### config.mk
export PLATFORM = sky130hd
export DESIGN_NAME = ibex_rf_write_arbiter
export DESIGN_NICKNAME = d
export VERILOG_FILES = /design/src/rtl/ibex_pkg.sv /design/src/rtl/ibex_rf_wb_fifo.sv /design/src/rtl/ibex_rf_write_arbiter.sv
export SDC_FILE = /design/constraint.sdc
export NUM_CORES = 1
export LEC_CHECK = 0
export BUFFER_PORTS_ARGS = -buffer_cell sky130_fd_sc_hd__buf_4
export CAP_MARGIN = 20
export CORE_MARGIN = 3
export CORE_UTILIZATION = 44
export DETAILED_ROUTE_END_ITERATION = 8
export SLEW_MARGIN = 30
export SYNTH_ARGS = -nofsm -noshare
export SYNTH_HDL_FRONTEND = slang
export SYNTH_SLANG_ARGS = --single-unit
### constraint.sdc
create_clock -name clk_i -period 9.85 [get_ports clk_i]
set_clock_uncertainty 0.2 [all_clocks]
set_input_delay 0 -clock clk_i [delete_from_list [all_inputs] [get_ports clk_i]]
set_output_delay 0 -clock clk_i [all_outputs]
set_load 0.05 [all_outputs]
### src/rtl/ibex_pkg.sv
// Shared writeback-path types and helpers for the register-file write arbiter.
package ibex_pkg;

  localparam int unsigned RegAddrW    = 5;
  localparam int unsigned RfDataWidth = 32;

  // One register-file write: destination plus data, at the default word width.
  typedef struct packed {
    logic [RegAddrW-1:0]    waddr;
    logic [RfDataWidth-1:0] wdata;
  } rf_wr_t;

  // RV32E only has x0..x15, so the top address bit is ignored.
  function automatic logic [RegAddrW-1:0] rf_addr_norm(input logic [RegAddrW-1:0] addr,
                                                       input bit                  rv32e);
    return rv32e ? {1'b0, addr[RegAddrW-2:0]} : addr;
  endfunction

endpackage

### src/rtl/ibex_rf_wb_fifo.sv
// Small circular FIFO used for the load-tag queue and the EX result buffer.
// Exposes occupancy, per-slot valid bits and the top TagWidth bits of each slot
// so the parent can match pending destinations without reading data it ignores.
// A push while full is accepted only when a pop happens in the same cycle;
// a pop while empty is ignored.
module ibex_rf_wb_fifo
  import ibex_pkg::*;
#(
  parameter  int unsigned Width    = 5,
  parameter  int unsigned TagWidth = 5,
  parameter  int unsigned Depth    = 2,
  localparam int unsigned CntW     = $clog2(Depth + 1)
) (
  input  logic                      clk_i,
  input  logic                      rst_ni,
  input  logic                      push_i,
  input  logic [Width-1:0]          wdata_i,
  input  logic                      pop_i,
  output logic [Width-1:0]          rdata_o,
  output logic [CntW-1:0]           count_o,
  output logic [Depth-1:0]          valid_o,
  output logic [Depth*TagWidth-1:0] tags_o
);

  localparam int unsigned     PtrW    = (Depth > 1) ? $clog2(Depth) : 1;
  localparam logic [PtrW-1:0] LastPtr = PtrW'(Depth - 1);

  logic [Width-1:0] mem_q [Depth];
  logic [PtrW-1:0]  rptr_q, rptr_d, wptr_q, wptr_d;
  logic [CntW-1:0]  count_q, count_d;
  logic [Depth-1:0] valid_q, valid_d;
  logic             empty, full, do_push, do_pop;

  assign empty   = (count_q == '0);
  assign full    = (count_q == CntW'(Depth));
  assign do_pop  = pop_i && !empty;
  assign do_push = push_i && (!full || do_pop);

  // Next pointers, occupancy and slot valid bits (clear on pop before set on push).
  always_comb begin
    rptr_d  = rptr_q;
    wptr_d  = wptr_q;
    valid_d = valid_q;
    count_d = count_q + CntW'(do_push) - CntW'(do_pop);
    if (do_pop) begin
      rptr_d           = (rptr_q == LastPtr) ? '0 : rptr_q + 1'b1;
      valid_d[rptr_q]  = 1'b0;
    end
    if (do_push) begin
      wptr_d           = (wptr_q == LastPtr) ? '0 : wptr_q + 1'b1;
      valid_d[wptr_q]  = 1'b1;
    end
  end

  // Control state register.
  always_ff @(posedge clk_i or negedge rst_ni) begin
    if (!rst_ni) begin
      rptr_q  <= '0;
      wptr_q  <= '0;
      count_q <= '0;
      valid_q <= '0;
    end else begin
      rptr_q  <= rptr_d;
      wptr_q  <= wptr_d;
      count_q <= count_d;
      valid_q <= valid_d;
    end
  end

  // Storage; contents are meaningless unless the matching valid bit is set.
  always_ff @(posedge clk_i) begin
    if (do_push) begin
      mem_q[wptr_q] <= wdata_i;
    end
  end

  assign rdata_o = mem_q[rptr_q];
  assign count_o = count_q;
  assign valid_o = valid_q;

  for (genvar i = 0; i < Depth; i++) begin : g_tags
    assign tags_o[i*TagWidth +: TagWidth] = mem_q[i][Width-1 -: TagWidth];
  end

endmodule

### src/rtl/ibex_rf_write_arbiter.sv
// Writeback arbiter in front of the single register-file write port.
// Load responses always win; EX results that lose are buffered and drained in
// order. Pending destinations (load tags, buffered EX results, the write being
// presented this cycle) drive the RAW/WAW hazard flags for ID.
module ibex_rf_write_arbiter
  import ibex_pkg::*;
#(
  parameter int unsigned DataWidth  = 32,
  parameter bit          RV32E      = 1'b0,
  parameter int unsigned ExBufDepth = 2,
  parameter int unsigned MaxLoads   = 2
) (
  input  logic                 clk_i,
  input  logic                 rst_ni,
  input  logic                 ex_valid_i,
  output logic                 ex_ready_o,
  input  logic [4:0]           ex_waddr_i,
  input  logic [DataWidth-1:0] ex_wdata_i,
  input  logic                 load_issue_i,
  input  logic [4:0]           load_waddr_i,
  input  logic                 load_rvalid_i,
  input  logic [DataWidth-1:0] load_rdata_i,
  output logic [4:0]           rf_waddr_o,
  output logic [DataWidth-1:0] rf_wdata_o,
  output logic                 rf_we_o,
  input  logic [4:0]           raddr_a_i,
  input  logic [4:0]           raddr_b_i,
  output logic                 hazard_a_o,
  output logic                 hazard_b_o,
  output logic                 waw_hazard_o,
  output logic                 loads_full_o,
  output logic                 err_o
);

  localparam int unsigned ExW    = RegAddrW + DataWidth;
  localparam int unsigned LqCntW = $clog2(MaxLoads + 1);
  localparam int unsigned ExCntW = $clog2(ExBufDepth + 1);

  logic [4:0] ex_waddr, load_waddr, raddr_a, raddr_b;

  assign ex_waddr   = rf_addr_norm(ex_waddr_i, RV32E);
  assign load_waddr = rf_addr_norm(load_waddr_i, RV32E);
  assign raddr_a    = rf_addr_norm(raddr_a_i, RV32E);
  assign raddr_b    = rf_addr_norm(raddr_b_i, RV32E);

  // Load tag queue
  logic [4:0]                   lq_head;
  logic [LqCntW-1:0]            lq_count;
  logic [MaxLoads-1:0]          lq_valid;
  logic [MaxLoads*RegAddrW-1:0] lq_tags;
  logic                         lq_empty, lq_full;

  ibex_rf_wb_fifo #(
    .Width   (RegAddrW),
    .TagWidth(RegAddrW),
    .Depth   (MaxLoads)
  ) u_load_q (
    .clk_i  (clk_i),
    .rst_ni (rst_ni),
    .push_i (load_issue_i),
    .wdata_i(load_waddr),
    .pop_i  (load_rvalid_i),
    .rdata_o(lq_head),
    .count_o(lq_count),
    .valid_o(lq_valid),
    .tags_o (lq_tags)
  );

  assign lq_empty = (lq_count == '0);
  assign lq_full  = (lq_count == LqCntW'(MaxLoads));

  // EX result buffer, entries are {waddr, wdata}
  logic [ExW-1:0]                 exf_head;
  logic [ExCntW-1:0]              exf_count;
  logic [ExBufDepth-1:0]          exf_valid;
  logic [ExBufDepth*RegAddrW-1:0] exf_tags;
  logic                           exf_empty, exf_push, exf_pop;

  ibex_rf_wb_fifo #(
    .Width   (ExW),
    .TagWidth(RegAddrW),
    .Depth   (ExBufDepth)
  ) u_ex_buf (
    .clk_i  (clk_i),
    .rst_ni (rst_ni),
    .push_i (exf_push),
    .wdata_i({ex_waddr, ex_wdata_i}),
    .pop_i  (exf_pop),
    .rdata_o(exf_head),
    .count_o(exf_count),
    .valid_o(exf_valid),
    .tags_o (exf_tags)
  );

  assign exf_empty = (exf_count == '0);

  logic                 ex_accept, load_win;
  logic                 rf_we_q, rf_we_d;
  logic [4:0]           rf_waddr_q, rf_waddr_d;
  logic [DataWidth-1:0] rf_wdata_q, rf_wdata_d;
  logic                 err_q, err_d;
  logic                 has_wr;
  logic [31:0]          pending;

  // Ready depends only on buffer occupancy so EX never sees a comb loop.
  assign ex_ready_o = (exf_count != ExCntW'(ExBufDepth));
  assign ex_accept  = ex_valid_i && ex_ready_o;
  assign load_win   = load_rvalid_i && !lq_empty;

  // Strict-priority pick of this cycle's write: load, buffered EX, bypassed EX.
  always_comb begin
    exf_push   = 1'b0;
    exf_pop    = 1'b0;
    has_wr     = 1'b0;
    rf_waddr_d = rf_waddr_q;
    rf_wdata_d = rf_wdata_q;
    if (load_win) begin
      has_wr     = 1'b1;
      rf_waddr_d = lq_head;
      rf_wdata_d = load_rdata_i;
      exf_push   = ex_accept;
    end else if (!exf_empty) begin
      has_wr     = 1'b1;
      exf_pop    = 1'b1;
      rf_waddr_d = exf_head[ExW-1 -: RegAddrW];
      rf_wdata_d = exf_head[DataWidth-1:0];
      exf_push   = ex_accept;
    end else if (ex_accept) begin
      has_wr     = 1'b1;
      rf_waddr_d = ex_waddr;
      rf_wdata_d = ex_wdata_i;
    end
    rf_we_d = has_wr && (rf_waddr_d != '0);
  end

  // Sticky error: response with no tag, or issue into a full queue without a pop.
  assign err_d = err_q
               | (load_rvalid_i && lq_empty)
               | (load_issue_i && lq_full && !load_rvalid_i);

  // Output write register and error flag.
  always_ff @(posedge clk_i or negedge rst_ni) begin
    if (!rst_ni) begin
      rf_we_q    <= 1'b0;
      rf_waddr_q <= '0;
      rf_wdata_q <= '0;
      err_q      <= 1'b0;
    end else begin
      rf_we_q    <= rf_we_d;
      rf_waddr_q <= rf_waddr_d;
      rf_wdata_q <= rf_wdata_d;
      err_q      <= err_d;
    end
  end

  // Bitmap of registers with a write still in flight; x0 is never pending.
  always_comb begin
    pending = '0;
    for (int i = 0; i < MaxLoads; i++) begin
      if (lq_valid[i]) pending[lq_tags[RegAddrW*i +: RegAddrW]] = 1'b1;
    end
    for (int i = 0; i < ExBufDepth; i++) begin
      if (exf_valid[i]) pending[exf_tags[RegAddrW*i +: RegAddrW]] = 1'b1;
    end
    if (rf_we_q) pending[rf_waddr_q] = 1'b1;
    pending[0] = 1'b0;
  end

  assign hazard_a_o   = pending[raddr_a];
  assign hazard_b_o   = pending[raddr_b];
  assign waw_hazard_o = pending[load_waddr] | pending[ex_waddr];

  assign rf_we_o      = rf_we_q;
  assign rf_waddr_o   = rf_waddr_q;
  assign rf_wdata_o   = rf_wdata_q;
  assign loads_full_o = lq_full;
  assign err_o        = err_q;

endmodule

# After elaboration in Yosys (flattened, before gate mapping)
# Memory sizes are Yosys's and may differ from the RTL's.
# Cells that the tools add are included.
[totals]
romBits = 0
mem_bits_rw = 84
memories = 2
wordCells = 145
regBits = 51
latchBits = 0
out_inout_bits = 44
[op_classes]
multipliers = 0
n_bitwise = 13
add_sub_neg = 8
div = 0
n_shift = 0
eq_ne = 4
muxes = 56
n_lt_le_gt_ge = 22
n_reduce_logical = 28
[mem_list]
columns = ["memory", "words", "width", "read_ports", "rd_ports_with_merged_regs", "write_ports", "line", "text"]
rows = [
  ["u_ex_buf.mem_q", 2, 37, 3, 0, 1, "ibex_rf_wb_fifo.sv:28", "logic [Width-1:0] mem_q [Depth];"],
  ["u_load_q.mem_q", 2, 5, 3, 0, 1, "ibex_rf_wb_fifo.sv:28", ""],
]
[ops]
columns = ["op", "n"]
rows = [
  ["2-to-1 mux 32 bit", 8],
  ["bitwise OR 32 bit", 4],
  ["less-than comparator 5 x 6 -> 1 bit (second input constant)", 9],
  ["2-to-1 mux 1 bit", 28],
  ["demux 1 bit (select 5 bit)", 5],
  [">= comparator 5 x 1 -> 1 bit (second input constant)", 5],
  ["binary-select mux 1 bit (select 5 bit)", 4],
  ["logical AND 1 bit", 18],
  ["2-to-1 mux 5 bit", 3],
  ["less-than comparator 1 x 2 -> 1 bit (second input constant)", 4],
  ["2-to-1 mux 2 bit", 4],
  ["logical NOT 1 bit", 5],
  ["nonzero test 5 bit", 1],
  ["adder 1 bit (second input constant)", 4],
  ["adder 2 x 1 -> 2 bit", 2],
  ["bitwise AND 2 bit", 2],
  ["demux 1 bit (select 1 bit)", 4],
  ["== test 2 bit (second input constant)", 2],
  [">= comparator 1 bit (second input constant)", 4],
  ["logical NOT 2 bit", 2],
  ["NOT 2 bit", 2],
  ["bitwise OR 2 bit", 2],
  ["subtractor 2 x 1 -> 2 bit", 2],
  ["inequality test 3 bit (second input constant)", 1],
  ["other kinds (3)", 6],
]

# Longest topological paths before layout
# Gate-level depths: netlist (run 1).
# An unclocked memory read counts as a cell.
[depth]
depth_word = 17
mapped_depth = 9

# Cells and area by module
# A second synthesis (run 1) with hierarchy kept.
[hier_totals]
hier_cells = 837
hier_area_um2 = 8400.6
[by_module_without_submodules]
columns = ["module", "cells_each", "area_per_inst_um2", "instances"]
rows = [
  ["ibex_rf_write_arbiter", 646, 4709.5, 1],
  ["ibex_rf_wb_fifo (u_ex_buf)", 150, 3049.2, 1],
  ["ibex_rf_wb_fifo (u_load_q)", 41, 641.9, 1],
]

# Worst setup path after synthesis (run 1)
# OpenSTA, ideal clock, no wires.
[synth_path]
kind = "reg-to-reg"
start = "reg u_load_q.count_q[1] (netlist: u_load_q.count_o[1])"
end = "mem u_ex_buf.mem_q[0][0] (netlist bit), enable pin"
setup_time_ns = 0.431
setup_slack_ns = 6.578
t_required_ns = 9.219
arrival_ns = 2.640
stages_incl_launch_ff = 6
synth_period_minus_slack_ns = 3.272
path_cell_list = "dfrtp_1 > o21ai_1 > clkbuf_1 > nand2_1 > nand3_1 > nor2_1"
[synth_via]
elab_chain_len = 9
[synth_lines]
columns = ["element", "line", "text"]
rows = [
  ["from (decl)", "ibex_rf_wb_fifo.sv:30", "logic [CntW-1:0] count_q, count_d;"],
  ["from (signal assigned)", "ibex_rf_wb_fifo.sv:65", "count_q <= count_d;"],
  ["logical NOT 2 bit (*)", "ibex_rf_write_arbiter.sv:69", "assign lq_empty = (lq_count == '0);"],
  ["logical NOT 1 bit (*)", "ibex_rf_write_arbiter.sv:108", "assign load_win = load_rvalid_i && !lq_empty;"],
  ["logical AND 1 bit (*)", "ibex_rf_write_arbiter.sv:108", ""],
  ["2-to-1 mux 1 bit", "ibex_rf_write_arbiter.sv:117", "if (load_win) begin"],
  ["logical AND 1 bit", "ibex_rf_wb_fifo.sv:36", "assign do_pop = pop_i && !empty;"],
  ["logical OR 1 bit", "ibex_rf_wb_fifo.sv:37", "assign do_push = push_i && (!full || do_pop);"],
  ["logical AND 1 bit (*)", "ibex_rf_wb_fifo.sv:37", ""],
  ["2-to-1 mux 1 bit (*)", "ibex_rf_wb_fifo.sv:72", "if (do_push) begin"],
  ["2-to-1 mux 1 bit (implied by the code) (*)", "ibex_rf_wb_fifo.sv:73", "mem_q[wptr_q] <= wdata_i;"],
  ["to (decl)", "ibex_rf_wb_fifo.sv:28", ""],
]
# Mark *: on every way between the ends. The rest lies on a longest branch, timed or not.

# Final worst setup path (run 1)
[layout_path]
start = "reg rf_waddr_q[2] (netlist: rf_waddr_o[2])"
end = "out waw_hazard_o"
[layout_via]
elab_chain_len = 9
[layout_lines]
columns = ["element", "line", "text"]
rows = [
  ["from (decl)", "ibex_rf_write_arbiter.sv:99", "logic [4:0] rf_waddr_q, rf_waddr_d;"],
  ["from (signal assigned)", "ibex_rf_write_arbiter.sv:150", "rf_waddr_q <= rf_waddr_d;"],
  ["less-than comparator 5 x 6 -> 1 bit (implied by the code) / >= comparator 5 x 1 -> 1 bit (equally long branches)", "ibex_rf_write_arbiter.sv:165", "if (rf_we_q) pending[rf_waddr_q] = 1'b1;"],
  ["logical AND 1 bit (implied by the code)", "ibex_rf_write_arbiter.sv:165", ""],
  ["2-to-1 mux 1 bit (implied by the code)", "ibex_rf_write_arbiter.sv:165", ""],
  ["demux 1 bit (select 5 bit) (*)", "ibex_rf_write_arbiter.sv:165", ""],
  ["bitwise OR 32 bit (no line) (*)", "--", ""],
  ["2-to-1 mux 32 bit (*)", "ibex_rf_write_arbiter.sv:165", ""],
  ["binary-select mux 1 bit (select 5 bit)", "ibex_rf_write_arbiter.sv:171", "assign waw_hazard_o = pending[load_waddr] | pending[ex_waddr];"],
  ["2-to-1 mux 1 bit (implied by the code)", "ibex_rf_write_arbiter.sv:171", ""],
  ["bitwise OR 1 bit (*)", "ibex_rf_write_arbiter.sv:171", ""],
  ["to (decl)", "ibex_rf_write_arbiter.sv:30", "output logic waw_hazard_o,"],
]
# Mark *: on every way between the ends. The rest lies on a longest branch, timed or not. The select of a mux whose other input is x is not followed.

==> flow_summary.ini, run 1 <==
[power_and_ir_drop]
ir_drop_mv = 0.200
power_density_nw_per_um2 = 291
leakagePower_nw = 3.98

[placement]
dp_hpwl_mm = 18.6
dp_slack_ns = 6.88
gp_congestion = 1.01
place_inst = 1081
io_buffer_count = 132

[sta]
maxSlewViolCount = 0
setup_slack_ns = 6.40
finalCriticalPeriod_ns = 3.45
final-setup-viol-count = 0
timing.fmax_mhz = 290
final.period_utilization = 0.350
hold_viol = 0
rsz0062_at_grt = false
tns_ns = 0
slew_headroom = 0.413
worst_pin_slew_ns = 0.873
hold_ws_ns = 0.0414

[final_layout]
final_common_cell = buf_4
antennaDiodeCount = 0
mostFrequentLayoutCells = 136 x buf_4, 94 x nor2_1, 91 x o22ai_1
area_growth_pct = 30.0
fillers = 1471
num-nets-final = 1049
final_cells = 1193
drive_gt1_frac = 0.209

[grt]
grt_overflow = 0
grt_max_degree = 70
grt_pass1_vias = 7372
grt_usage = 0.270
antenna_found_initial = 0
grt_pass1_wl_mm = 42.1

[run]
maxCapViolCount = 0

[setup_path]
arrival_ns = 3.25
cp_slowest_cell = or2_0
endpoint = waw_hazard_o
rr_worst_depth = 7
r2r_slack_ns = 6.85
cp_cell_sequence = or2_0, o22ai_1, nor3_1, mux4_2, or3_1, o21ai_0, nor4_1, nand4_1, buf_4
rr_startpoint = u_load_q.count_o[1]
required_ns = 9.65
crit_type = reg -> out
rr_endpoint = rf_wdata_o[26]
crit_path_end_kind = output pin
critPathLaunch = rf_waddr_o[2]
worstSetupStartpointType = flip-flop
cp_slowest_stage_delay_ns = 0.55
crit_path_max_fanout = 7

[logic_synthesis]
syn_area_um2 = 8090
synth_flop_cell = edfxtp_1
yosysUniqueCellTypes = 66
synth_edf_count = 84
synth-warning-count = 0
ys_seq_area_frac = 0.469
syn_inst = 777
synth_seq_cells = 135
avgSynthCellArea_um2 = 10.4
synth_nets = 870
synthArstFlopShare = 0.378

[floorplan]
dieArea_um2 = 20100
die_w_um = 142
core_um2 = 17700
pin_count = 133
num_rows = 48
start_util = 0.458
die-height_um = 142

[cts]
cts_tree = built
clk_path_buf_depth = 2
clk_latency_ns = 0.41
cts_inserted_buffers = 17
clk_pin_slew_ns = 0.06
cts_root_buf = clkbuf_16
clock-sinks = 135
ctsHtreeMaxLevel = 4
cts_post_setup_buffers_inserted = 0

[detailed_routing]
wirelength_mm = 27.5
via_count = 7354
routed-wl-met2_mm = 13.1
dr_wl_met3_mm = 2.46
dr.max_layer_used = met4
drc = 0
viasPerCell = 6.16
firstDrtPassIters = 6
wire_per_inst_um = 23.1
antenna_left = 0
drt_first_iter_violations = 639
wl_met1_mm = 11.4

[outcome]
status = finished clean

[hold_path]
hp-class = in -> reg
worst max-delay path: cells and delay by family (launching register included):
family / cells / cell delay, ns
and+or+nand+nor: 5 / 1.57
buffers and inverters: 1 / 0.23
DFF: 1 / 0.41
muxes: 1 / 0.36
AOI/OAI and AO/OA: 2 / 0.27
worst min path at each step:
stage | cells past startpoint | end | from
finish | 3 | u_ex_buf.wptr_q | ex_valid_i
global route | 3 | u_ex_buf.wptr_q | ex_valid_i
CTS | 3 | u_ex_buf.wptr_q | ex_valid_i
detailed placement | 1 | rf_wdata_o[26] | rst_ni
global placement | 1 | rf_wdata_o[26] | rst_ni
floorplan | 0 | err_o | rst_ni
report_power, final:
group | leakage, nW | internal (mW) | switching [mW]
registers | 1.35 | 0.810 | 0.174
logic | 2.37 | 0.518 | 0.955
clock network | 0.257 | 0.348 | 0.253
total | 3.98 | 1.68 | 1.38
timing repair:
action                                  4_1_cts  5_1_grt
endpoints found under the setup margin        0        0
hold buffers                                 81        0
hold endpoints to repair                    175        0
gates resized for setup                       0        0
layout make-up:
class | instances | area (um^2) | area share
multi-input cells | 572 | 3990 | 0.379
flip-flops and latches | 135 | 3800 | 0.361
repair buffers | 218 | 1860 | 0.177
clock buffers | 18 | 429 | 0.0408
well taps | 225 | 282 | 0.0268
clock inverters | 13 | 121 | 0.0115
inverters | 12 | 45.0 | 0.00428
cells in the mapped netlist, drive strengths merged, types with 14 or more instances:
| cell type | instances | area [um^2] |
|---|---|---|
| mux4 | 16 | 360 |
| a21oi | 44 | 220 |
| nor2 | 95 | 357 |
| nand2 | 33 | 124 |
| mux2i | 63 | 631 |
| buf | 26 | 154 |
| nand4b | 16 | 140 |
| nand4bb | 14 | 158 |
| o21ai | 16 | 80.1 |
| nand2b | 15 | 93.8 |
| nor3 | 33 | 165 |
| dfrtp | 51 | 1280 |
| nor3b | 35 | 263 |
| edfxtp | 84 | 2520 |
| clkbuf | 32 | 131 |
| o22ai | 92 | 582 |
metrics by stage:
stage | cell area (um^2) | util | power [mW]
after floorplan | 8090 | - | 1.97
after global placement | 9130 | 0.517 | 2.39
after detailed placement | 9160 | 0.519 | 2.42
after CTS | 10500 | 0.596 | 3.05
after global routing | 10500 | 0.596 | 3.21
final | 10500 | 0.596 | 3.06
registers in the layout (all words and copies together) (netlist names), 2 cells and up:
| name | flops |
|---|---|
| u_ex_buf.mem_q | 74 |
| rf_wdata_o | 32 |
| u_load_q.mem_q | 10 |
| rf_waddr_o | 5 |
| u_ex_buf.count_o | 2 |
| u_ex_buf.valid_o | 2 |
| u_load_q.count_o | 2 |
| u_load_q.valid_o | 2 |
logic make-up after synthesis:
family / count (synthesis) / synth area share
simple gates: 297 / 0.209
compound gates: 177 / 0.134
flops: 135 / 0.469
mux: 86 / 0.132
buf+inv: 70 / 0.0408
xor+xnor: 8 / 0.00866
fa+ha+maj: 4 / 0.00618
layer usage:
metal | vias up | track usage
met4 | 0 | 0.0869
met3 | 45 | 0.0701
li1 | 3355 | -
met2 | 372 | 0.438
met1 | 3582 | 0.356
met5 | - | 0
Power figures use the tool's default switching activity.
==> run 2: changes to the inputs <==
- clock period: 9.85 -> 3.42 ns (I/O delays scaled with it)
==> flow_summary.ini, run 2 (same netlist as run 1, synthesis figures left out) <==
[floorplan]
die_w_um = 142
start_util = 0.458
dieArea_um2 = 20100
die-height_um = 142
core_um2 = 17700
pin_count = 133
num_rows = 48

[setup_path]
crit_top_cell = nor3_1
crit_buf_inv = 1
worstSetupStartpointType = flip-flop
required_ns = 3.22
critical-path-top-delay-family = simple AND/OR/NAND/NOR gates
arrival_ns = 3.11
crit_path_max_fanout = 9
cp_slowest_stage_delay_ns = 0.63
r2r_slack_ns = 0.82
crit_path_end_kind = output pin
cp_slowest_cell = or4b_4
cp_cell_sequence = or4b_4, nor2_1, nor3_1, mux4_2, a21oi_1, nor3_1, nor4_2, buf_4
crit_type = reg -> out

[cts]
cts_root_buf = clkbuf_16
cts_tree = built
clk_path_buf_depth = 2
cts_post_setup_buffers_inserted = 0
cts_inserted_buffers = 17
ctsHtreeMaxLevel = 4
clk_latency_ns = 0.43
clock-sinks = 135
clk_pin_slew_ns = 0.07

[hold_path]
hp-class = in -> reg

[run]
maxCapViolCount = 0

[power_and_ir_drop]
clockPowerShare = 0.200
combPwrFrac = 0.485
ir_drop_mv = 0.672
power_mw = 8.90
p_sw_mw = 4.05
seq_power_share = 0.315
leakagePower_nw = 4.10
switching_share = 0.455
power_density_nw_per_um2 = 827
intPower_mw = 4.85

[sta]
final-setup-viol-count = 0
finalCriticalPeriod_ns = 3.31
slew_headroom = 0.500
worst_pin_slew_ns = 0.745
maxSlewViolCount = 0
tns_ns = 0
hold_viol = 0
final.period_utilization = 0.969
hold_ws_ns = 0.0987
rsz0062_at_grt = true
timing.fmax_mhz = 302

[grt]
grt_overflow = 0
grt_pass1_wl_mm = 42.8
antenna_found_initial = 0
grt_usage = 0.275
grt_pass1_vias = 7498
grt_max_degree = 65

[detailed_routing]
antenna_left = 0
via_count = 7422
viasPerCell = 6.15
firstDrtPassIters = 5
wire_per_inst_um = 22.7
drc = 0
wirelength_mm = 27.3
drt_first_iter_violations = 519

[final_layout]
mostFrequentLayoutCells = 137 x buf_4, 94 x nor2_1, 91 x o22ai_1, 91 x dlygate4sd3_1, 84 x edfxtp_1
regMostFlops = u_ex_buf.mem_q
largest_reg_flops = 74
final_common_cell = buf_4
antennaDiodeCount = 0
num-nets-final = 1062
area_growth_pct = 32.9
drive_gt1_frac = 0.227

[outcome]
status = finished clean

[placement]
dp_hpwl_mm = 18.8
gp_congestion = 1.03
io_buffer_count = 132
[run 2: cell count changes in the layout (fill, tap and decap cells not counted), moves of 2 or more]
cell	change
nand2b_2	+5
nor3_1	-6
buf_12	+2
dlygate4sd3_1	+10
clkinvlp_4	-3
nand2b_1	-5
nor3_2	+6
inv_8	+6
[run 2: worst register-to-register path, stage by stage, from the launching register on]
cell and delay, ns:
dfrtp_1 0.46, o21ai_4 0.41, inv_2 0.23, or3_1 0.66
buf_12 0.28, o22ai_1 0.18, nor2_1 0.07
[run 2: path summary, 6_finish.rpt]
kind,startpoint,endpoint,depth (start not counted)
worst max-delay path,u_ex_buf.mem_q[0][32],hazard_b_o,8
worst min-delay path,ex_wdata_i[17],u_ex_buf.mem_q[0][17],2
worst max register to register,u_load_q.count_o[1],rf_wdata_o[13],6
worst min register to register,err_o,err_o,1
max in group asynchronous,rst_ni,u_ex_buf.rptr_q,4
min in group asynchronous,rst_ni,rf_wdata_o[12],3
[run 2: area by class of cell]
class / count / area [um^2]
multi-input cells: 572 / 4050
clock buffers: 17 / 425
inverters: 12 / 45.0
well taps: 225 / 282
clock inverters: 15 / 149
fillers: 1419 / 6900
flip-flops and latches: 135 / 3800
repair buffers: 231 / 2010
[run 2: power groups by stage]
stage	Clock, mW	Combinational [mW]	Sequential (mW)
after floorplan	0	2.24	3.44
after global placement	0	4.10	2.78
after detailed placement	0	4.12	2.81
after CTS	1.80	4.24	2.79
after global routing	1.88	4.62	2.88
final	1.78	4.32	2.80
[run 2: what timing repair did]
| item | in CTS | in global routing |
|---|---|---|
| endpoints found under the hold margin | 177 | 0 |
| hold buffers | 92 | 0 |
| endpoints found under the setup margin | 0 | 3 |
| gates resized for setup | 0 | 17 |
[run 2: layer usage]
metal / wire length, um / GRT usage
met1: 11700 / 0.368
met2: 13300 / 0.446
met3: 1680 / 0.0536
met4: 714 / 0.101
met5: 0 / 0
[run 2: per-stage QoR]
stage | worst slack [ns] | cells | cell area, um^2 | util
after floorplan | 0.148 | 777 | 8090 | -
after global placement | 0.474 | 1083 | 9180 | 0.520
after detailed placement | 0.492 | 1083 | 9180 | 0.520
after CTS | 0.0226 | 1207 | 10700 | 0.606
after global routing | -0.0486 | 1207 | 10800 | 0.609
final | 0.106 | 1207 | 10800 | 0.609
